### config.mk
export PLATFORM = sky130hd
export DESIGN_NAME = uart_block_assembler
export DESIGN_NICKNAME = d
export VERILOG_FILES = /design/src/rtl/uart_block_assembler.sv
export SDC_FILE = /design/constraint.sdc
export NUM_CORES = 1
export LEC_CHECK = 0
export ABC_CLOCK_PERIOD_IN_PS = 9900
export BUFFER_PORTS_ARGS = -buffer_cell sky130_fd_sc_hd__buf_2
export CORE_UTILIZATION = 55
export DETAILED_ROUTE_END_ITERATION = 16
export GPL_TIMING_DRIVEN = 0
export PLACE_DENSITY = 0.82
export REMOVE_ABC_BUFFERS = 1
export SYNTH_ARGS = -nofsm -noshare
export SYNTH_HDL_FRONTEND = slang
export SYNTH_SLANG_ARGS = --single-unit
### constraint.sdc
create_clock -name clk -period 9.9 [get_ports clk]
set_input_delay 0.495 -clock clk [delete_from_list [all_inputs] [get_ports clk]]
set_output_delay 0.495 -clock clk [all_outputs]
set_load 0.005 [all_outputs]
### src/rtl/uart_block_assembler.sv
// Collects a 32-byte UART frame into a 128-bit plaintext block and a 128-bit key,
// then holds both for the AES core until it handshakes; partial frames expire after an idle timeout.
module uart_block_assembler #(
    parameter int unsigned TIMEOUT_CYCLES = 173600
) (
    input  logic         clk,
    input  logic         reset,
    input  logic [7:0]   rx_data,
    input  logic         rx_valid,
    output logic [127:0] blk_data,
    output logic [127:0] blk_key,
    output logic         blk_valid,
    input  logic         blk_ready,
    output logic [4:0]   byte_cnt,
    output logic         overrun,
    output logic         timeout_err
);

    localparam int unsigned IDLE_W = $clog2(TIMEOUT_CYCLES + 1);
    localparam logic [IDLE_W-1:0] IDLE_LAST = IDLE_W'(TIMEOUT_CYCLES - 1);
    localparam logic [IDLE_W-1:0] IDLE_MAX  = IDLE_W'(TIMEOUT_CYCLES);

    typedef enum logic [1:0] {
        S_DATA,
        S_KEY,
        S_HOLD
    } state_e;

    state_e              state_q, state_d;
    logic [4:0]          byte_cnt_q, byte_cnt_d;
    logic [127:0]        data_q, data_d;
    logic [127:0]        key_q, key_d;
    logic [IDLE_W-1:0]   idle_q, idle_d;
    logic                overrun_q, overrun_d;
    logic                timeout_err_q, timeout_err_d;

    logic                handshake;
    logic                accept;
    logic                counting;
    logic                timeout;
    logic [4:0]          pos;
    logic [3:0]          lane;

    always_ff @(posedge clk) begin
        if (!reset) begin
            state_q       <= S_DATA;
            byte_cnt_q    <= '0;
            data_q        <= '0;
            key_q         <= '0;
            idle_q        <= '0;
            overrun_q     <= 1'b0;
            timeout_err_q <= 1'b0;
        end else begin
            state_q       <= state_d;
            byte_cnt_q    <= byte_cnt_d;
            data_q        <= data_d;
            key_q         <= key_d;
            idle_q        <= idle_d;
            overrun_q     <= overrun_d;
            timeout_err_q <= timeout_err_d;
        end
    end

    // A timeout or a handshake restarts the frame, so a coincident byte lands at position 0.
    always_comb begin
        handshake = (state_q == S_HOLD) && blk_ready;
        accept    = rx_valid && ((state_q != S_HOLD) || blk_ready);
        counting  = (state_q != S_HOLD) && (byte_cnt_q != 5'd0);
        timeout   = counting && (idle_q >= IDLE_LAST);
        pos       = (timeout || handshake) ? 5'd0 : byte_cnt_q;
        lane      = 4'd15 - pos[3:0];

        data_d     = data_q;
        key_d      = key_q;
        byte_cnt_d = byte_cnt_q;
        if (accept) begin
            if (!pos[4]) begin
                data_d[{lane, 3'b000} +: 8] = rx_data;
            end else begin
                key_d[{lane, 3'b000} +: 8] = rx_data;
            end
            byte_cnt_d = pos + 5'd1;
        end else if (timeout) begin
            byte_cnt_d = '0;
        end

        idle_d = idle_q;
        if (accept || timeout || !counting) begin
            idle_d = '0;
        end else if (idle_q != IDLE_MAX) begin
            idle_d = idle_q + IDLE_W'(1);
        end

        overrun_d     = rx_valid && (state_q == S_HOLD) && !blk_ready;
        timeout_err_d = timeout;
    end

    always_comb begin
        state_d = state_q;
        unique case (state_q)
            S_DATA: begin
                if (!timeout && accept && (byte_cnt_q == 5'd15)) begin
                    state_d = S_KEY;
                end
            end
            S_KEY: begin
                if (timeout) begin
                    state_d = S_DATA;
                end else if (accept && (byte_cnt_q == 5'd31)) begin
                    state_d = S_HOLD;
                end
            end
            S_HOLD: begin
                if (blk_ready) begin
                    state_d = S_DATA;
                end
            end
            default: state_d = S_DATA;
        endcase
    end

    always_comb begin
        blk_valid   = (state_q == S_HOLD);
        blk_data    = data_q;
        blk_key     = key_q;
        byte_cnt    = byte_cnt_q;
        overrun     = overrun_q;
        timeout_err = timeout_err_q;
    end

endmodule
* Word level (Yosys, flattened, before mapping)
Cells that the tools add are included.
Cells by class: eq/ne operators 9, shifts and indexed selects 2, muxes and demuxes 10, add/subtract/negate cells 4, bitwise gates (word level) 2, reduce and logical (&&, ||, !) cells 23, $lt $le $gt $ge 1
Operator list (number):
- 128-bit bitwise mux | 2
- 8-bit by 9-bit variable shift with 128-bit output, first input constant | 1
- 8-bit by 9-bit variable part select with 128-bit output | 1
- 18-bit by 1-bit adder with 18-bit output, second input constant | 1
- 18-bit greater-or-equal comparator, second input constant | 1
- 18-bit != test, second input constant | 1
- 5-bit two-way mux | 3
- 1-bit logical AND | 9
- 7-bit negator with 9-bit output | 1
- 2-bit two-way mux | 4
- 2-bit one-hot mux with 3 select lines | 1
- 5-bit by 1-bit adder with 5-bit output, second input constant | 1
- 5-bit by 4-bit equality test with 1-bit output, second input constant | 1
- 5-bit equality test, second input constant | 1
- 5-bit nonzero test | 1
- 1-bit logical OR | 4
- 2-bit != test, second input constant | 2
- 2-bit AND reduction | 2
- 4-bit subtractor, first input constant | 1
- 1-bit zero test | 3
- 3-bit != test, second input constant | 1
- 3-bit AND reduction | 1
- 2-bit by 1-bit equality test with 1-bit output, second input constant | 1
- 2-bit equality test, second input constant | 1
- other kinds (5) | 6
Storage, ports and cells: register bits after elaboration 283, bits of input ports 12

* Depth between registers and ports, before layout
word-level depth 9, depth in mapped cells 17, depth with buffers taken out 14

* Worst setup path after synthesis
Ideal clock, no wire load.
path type register to register, start point reg idle_q[0], end point reg data_q[16] (netlist: blk_data[16]), library setup time 0.072 ns, clock period less this slack 3.689 ns, path slack 6.211 ns, arrival time 3.618 ns, path buffers 2, cell stages (with the launch flop) 15, required time 9.828 ns, path through dfxtp_1 > ha_1 > a41oi_1 > nand3_2 > a211o_4 > nand2_1 > and2_1 > ha_1 > clkbuf_1 > inv_1 > nor3_2 > nor2_2 > buf_6 > nor4_4 > mux2i_1
Between the ends: longest elaborated chain between the ends 8
RTL lines:
- start, declared | line 33 | logic [IDLE_W-1:0] idle_q, idle_d;
- start signal, assigned | line 58 | idle_q <= idle_d;
- 18-bit greater-or-equal comparator * | line 69 | timeout = counting && (idle_q >= IDLE_LAST);
- 1-bit logical AND * | line 69
- 1-bit logical OR * | line 70 | pos = (timeout || handshake) ? 5'd0 : byte_cnt_q;
- 5-bit two-way mux * | line 70
- 4-bit subtractor | line 71 | lane = 4'd15 - pos[3:0];
- 7-bit negator with 9-bit output | line 78 | data_d[{lane, 3'b000} +: 8] = rx_data;
- 8-bit by 9-bit variable part select with 128-bit output / 8-bit by 9-bit variable shift with 128-bit output (equally long branches) | line 78
- 128-bit bitwise mux | line 78
- end signal, assigned | line 56 | data_q <= data_d;
- end, declared | line 31 | logic [127:0] data_q, data_d;
Every way passes the cells marked *; elsewhere a longest branch is shown, timed or not. A chain may end at the register's enable or synchronous reset.

* Worst setup path in the final report
start point reg idle_q[0], end point reg data_q[66] (netlist: blk_data[66])
Same word-level chain as after synthesis.

==> metrics.md <==
| Metric | Value |
|---|---|
| Ys async rst share | 0 |
| Syn Area/Cell | 9.30 sq um |
| # resized after CTS | 0 |
| Initial Util | 0.563 |
| Synthesis Warnings | 0 |
| Power density over the cells | 177 mW/mm^2 |
| Total negative setup slack | 0 ps |
| Clock share of power | 0.476 |
| CP endpoint kind | register |
| Seq pwr share | 0.483 |
| Fin. max-slew vios | 0 |
| Grt total ovfl | 0 |
| Status | complete, no violations |
| Worst-path maximum fanout | 16 |
| DR iter-0 viols | 584 |
| Routability congestion estimate | 0.885 |
| Largest net degree at the start of global routing | 178 |
| Vias in the first global route | 8,747 |
| Number of synthesized flops with an enable pin | 0 |
| Max_slew headroom | 0.0856 |
| Core footprint | 0.0196 sq mm |
| Kind of critical path | register to register |
| Comb power frac | 0.041 |
| Crit share post-route | 0.458 |
| CTS Buf Count | 28 |
| Fillers | 1,559 |
| Final Critical Period | 4530 ps |
| CTS clk-pin slew, worst paths | 70 ps |
| Required @ worst endpoint | 10,300 ps |
| Area delta synth->final | 21.5% |
| Final clock skew | 10.0 ps |
| Worst VDD drop | 0.135 mV |
| Most common cell after layout, fill and taps aside | dfxtp_1 |
| Mapped Area | 0.0110 sq mm |
| Number of diodes | 0 |
| Clk buf depth | 3 |
| DRT Pass-1 Iters | 5 |
| P_int | 1.85 mW |
| Hold_buf cts | 0 |
| NumNets Final | 1,413 |
| Post-detail-place hpwl | 20,100 microns |
| Lkg Pwr | 5.73 nW |
| Number of max-cap violations | 0 |
| Initial antenna violation count | 0 |
| Most area-hungry cell type in the Yosys netlist | dfxtp_1 |
| Share of cells above drive strength 1 | 0.242 |
| Worst EP arrival | 4940 ps |
| Cell count after placement | 1,631 |
| Switching part of the total power | 0.221 |
| Worst hold path type | input pin to register |
| Top-level I/O count | 276 |
| P_sw | 0.525 mW |
| Post-Route WL | 29,800 microns |
| H-tree level count | 1 |
| Yosys top cell area share | 0.513 |
| Synth Flop Type | dfxtp_1 |
| Final Hold Viols | 0 |
| Row count | 51 |
| Worst-skew pair later-pin latency | 540 ps |
| Clk sinks | 283 |
| CTS root buffer | clkbuf_16 |
| Yosys cell types | 53 |
| Die Y | 144 microns |
| Vias per cell | 5.69 |
| Most frequent cells in the layout | 283 x dfxtp_1, 274 x buf_2, 151 x nand2_1, 151 x nand3_1, 131 x mux2i_1 |
| Post-Syn Instances | 1,187 |
| DRC | 0 |
| Wirelength per Cell | 17.7 microns |
| Final ANT Viol Nets | 0 |
| Register area share after synthesis | 0.513 |
| Fmax | 0.221 GHz |
| All-Layer GR Usage | 0.282 |
| Crit start category | register |
| Yosys reg bits | 283 |
| RSZ-0062 raised after global routing | false |
| Layout Cells excl Fill | 1,681 |
| Post-CTS setup buffers | 0 |
| Port bufs | 275 |
| Die W | 144 microns |
| First-pass GRT wire length | 46,200 microns |
| Die area | 0.0206 sq mm |
| Largest cells by area after synthesis | dfxtp_1 51%, mux2i_1 12%, nand3_1 6.8% |
| Via count | 9,563 |
| Final Setup Violations | 0 |
| Clock tree from TritonCTS | built |
| Slew @ Worst Pin | 1370 ps |
## flip-flops by register name (all words and copies together), names as in the netlist
register     flops
blk_data       128
blk_key        128
idle_q          18
byte_cnt         5
state_q          2
overrun          1
timeout_err      1
## cells in the mapped netlist (2+ instances only)
cell,instances
nor3_4,2
dfxtp_1,283
nor2_1,38
ha_1,5
a31oi_1,3
a21oi_1,14
o22ai_1,3
nand2_1,151
nor4_4,3
inv_1,10
o31ai_1,32
nand3_1,151
mux2i_1,131
buf_6,2
and3_1,16
nor3_1,11
and2_1,9
buf_2,10
nand3b_1,3
o21ai_0,102
buf_1,9
clkbuf_1,77
xnor2_1,7
or3_1,18
nand4_1,6
a2111oi_1,2
nor4_1,3
nor2b_1,29
nor3_2,3
xor2_1,9
nor4b_1,2
o21ai_1,3
a211o_1,2
o211ai_1,17
nand2b_1,3
## area by class of cell
| type | instances | area (sq um) | share of cell area |
|---|---|---|---|
| clock inverter | 12 | 173 | 0.0129 |
| sequential | 283 | 5670 | 0.422 |
| clock buffer | 38 | 820 | 0.0611 |
| tap | 265 | 332 | 0.0247 |
| multi-input combinational | 795 | 4960 | 0.370 |
| timing repair buffer | 277 | 1420 | 0.106 |
| inverter | 11 | 43.8 | 0.00327 |
## worst max-delay path: stages (launching register included)
cell and delay (ps):
dfxtp_1 350, ha_1 260, a41oi_1 260, nand3_2 160, a211o_4 410, nand2_1 200, and2_1 210, ha_1 390
nand2_1 150, nor3_1 180, a31oi_1 90, a2111oi_1 740, nand3_1 600, nand3_1 270, o21ai_0 120
## path summary, 6_finish.rpt
| path | start | endpoint | slack (ps) | depth (start not counted) |
|---|---|---|---|---|
| worst min-delay path | rx_valid | overrun | 310 | 2 |
| worst min register to register | blk_data[83] | blk_data[83] | 450 | 2 |
| worst max register to register | idle_q[0] | blk_data[66] | 5370 | 14 |
| worst max-delay path | idle_q[0] | blk_data[66] | 5370 | 14 |
## stage by stage
| stage | utilization | area (sq um) | total power, mW | worst slack, ps | hold slack [ps] |
|---|---|---|---|---|---|
| 2_1_floorplan | - | 10600 | 1.22 | 5630 | 438 |
| 3_3_place_gp | 0.630 | 12300 | 1.27 | 2420 | 439 |
| 3_5_place_dp | 0.634 | 12400 | 1.27 | 5450 | 443 |
| 4_1_cts | 0.685 | 13400 | 2.39 | 5410 | 290 |
| 5_1_grt | 0.685 | 13400 | 2.44 | 4820 | 313 |
| 6_report | 0.685 | 13400 | 2.37 | 5370 | 310 |
## power groups by stage
stage          combinational [mW]  clock [mW]  sequential (mW)
6_report                   0.0978        1.13             1.15
5_1_grt                     0.106        1.19             1.15
4_1_cts                    0.0964        1.14             1.15
3_5_place_dp               0.0961           0             1.17
3_3_place_gp               0.0937           0             1.17
2_1_floorplan              0.0440           0             1.17
## layer usage
layer,routed length (microns),track usage,vias to the layer above
met5,0,0,-
li1,-,-,4567
met3,2610,0.0713,78
met2,13900,0.459,413
met4,966,0.117,0
met1,12300,0.355,4505
## kinds of logic (layout without fill, tap and decap cells)
kind of cell	Yosys count	after routing	synth area share
adders and majority gates	5	5	0.00567
DFF	283	283	0.513
xor gates and xnor gates	16	16	0.0127
and+or+nand+nor	454	454	0.205
muxes	131	131	0.119
AOI/OAI and AO/OA	189	189	0.105
buffers and inverters	109	338	0.0398
(Power assumes the default switching activity.)
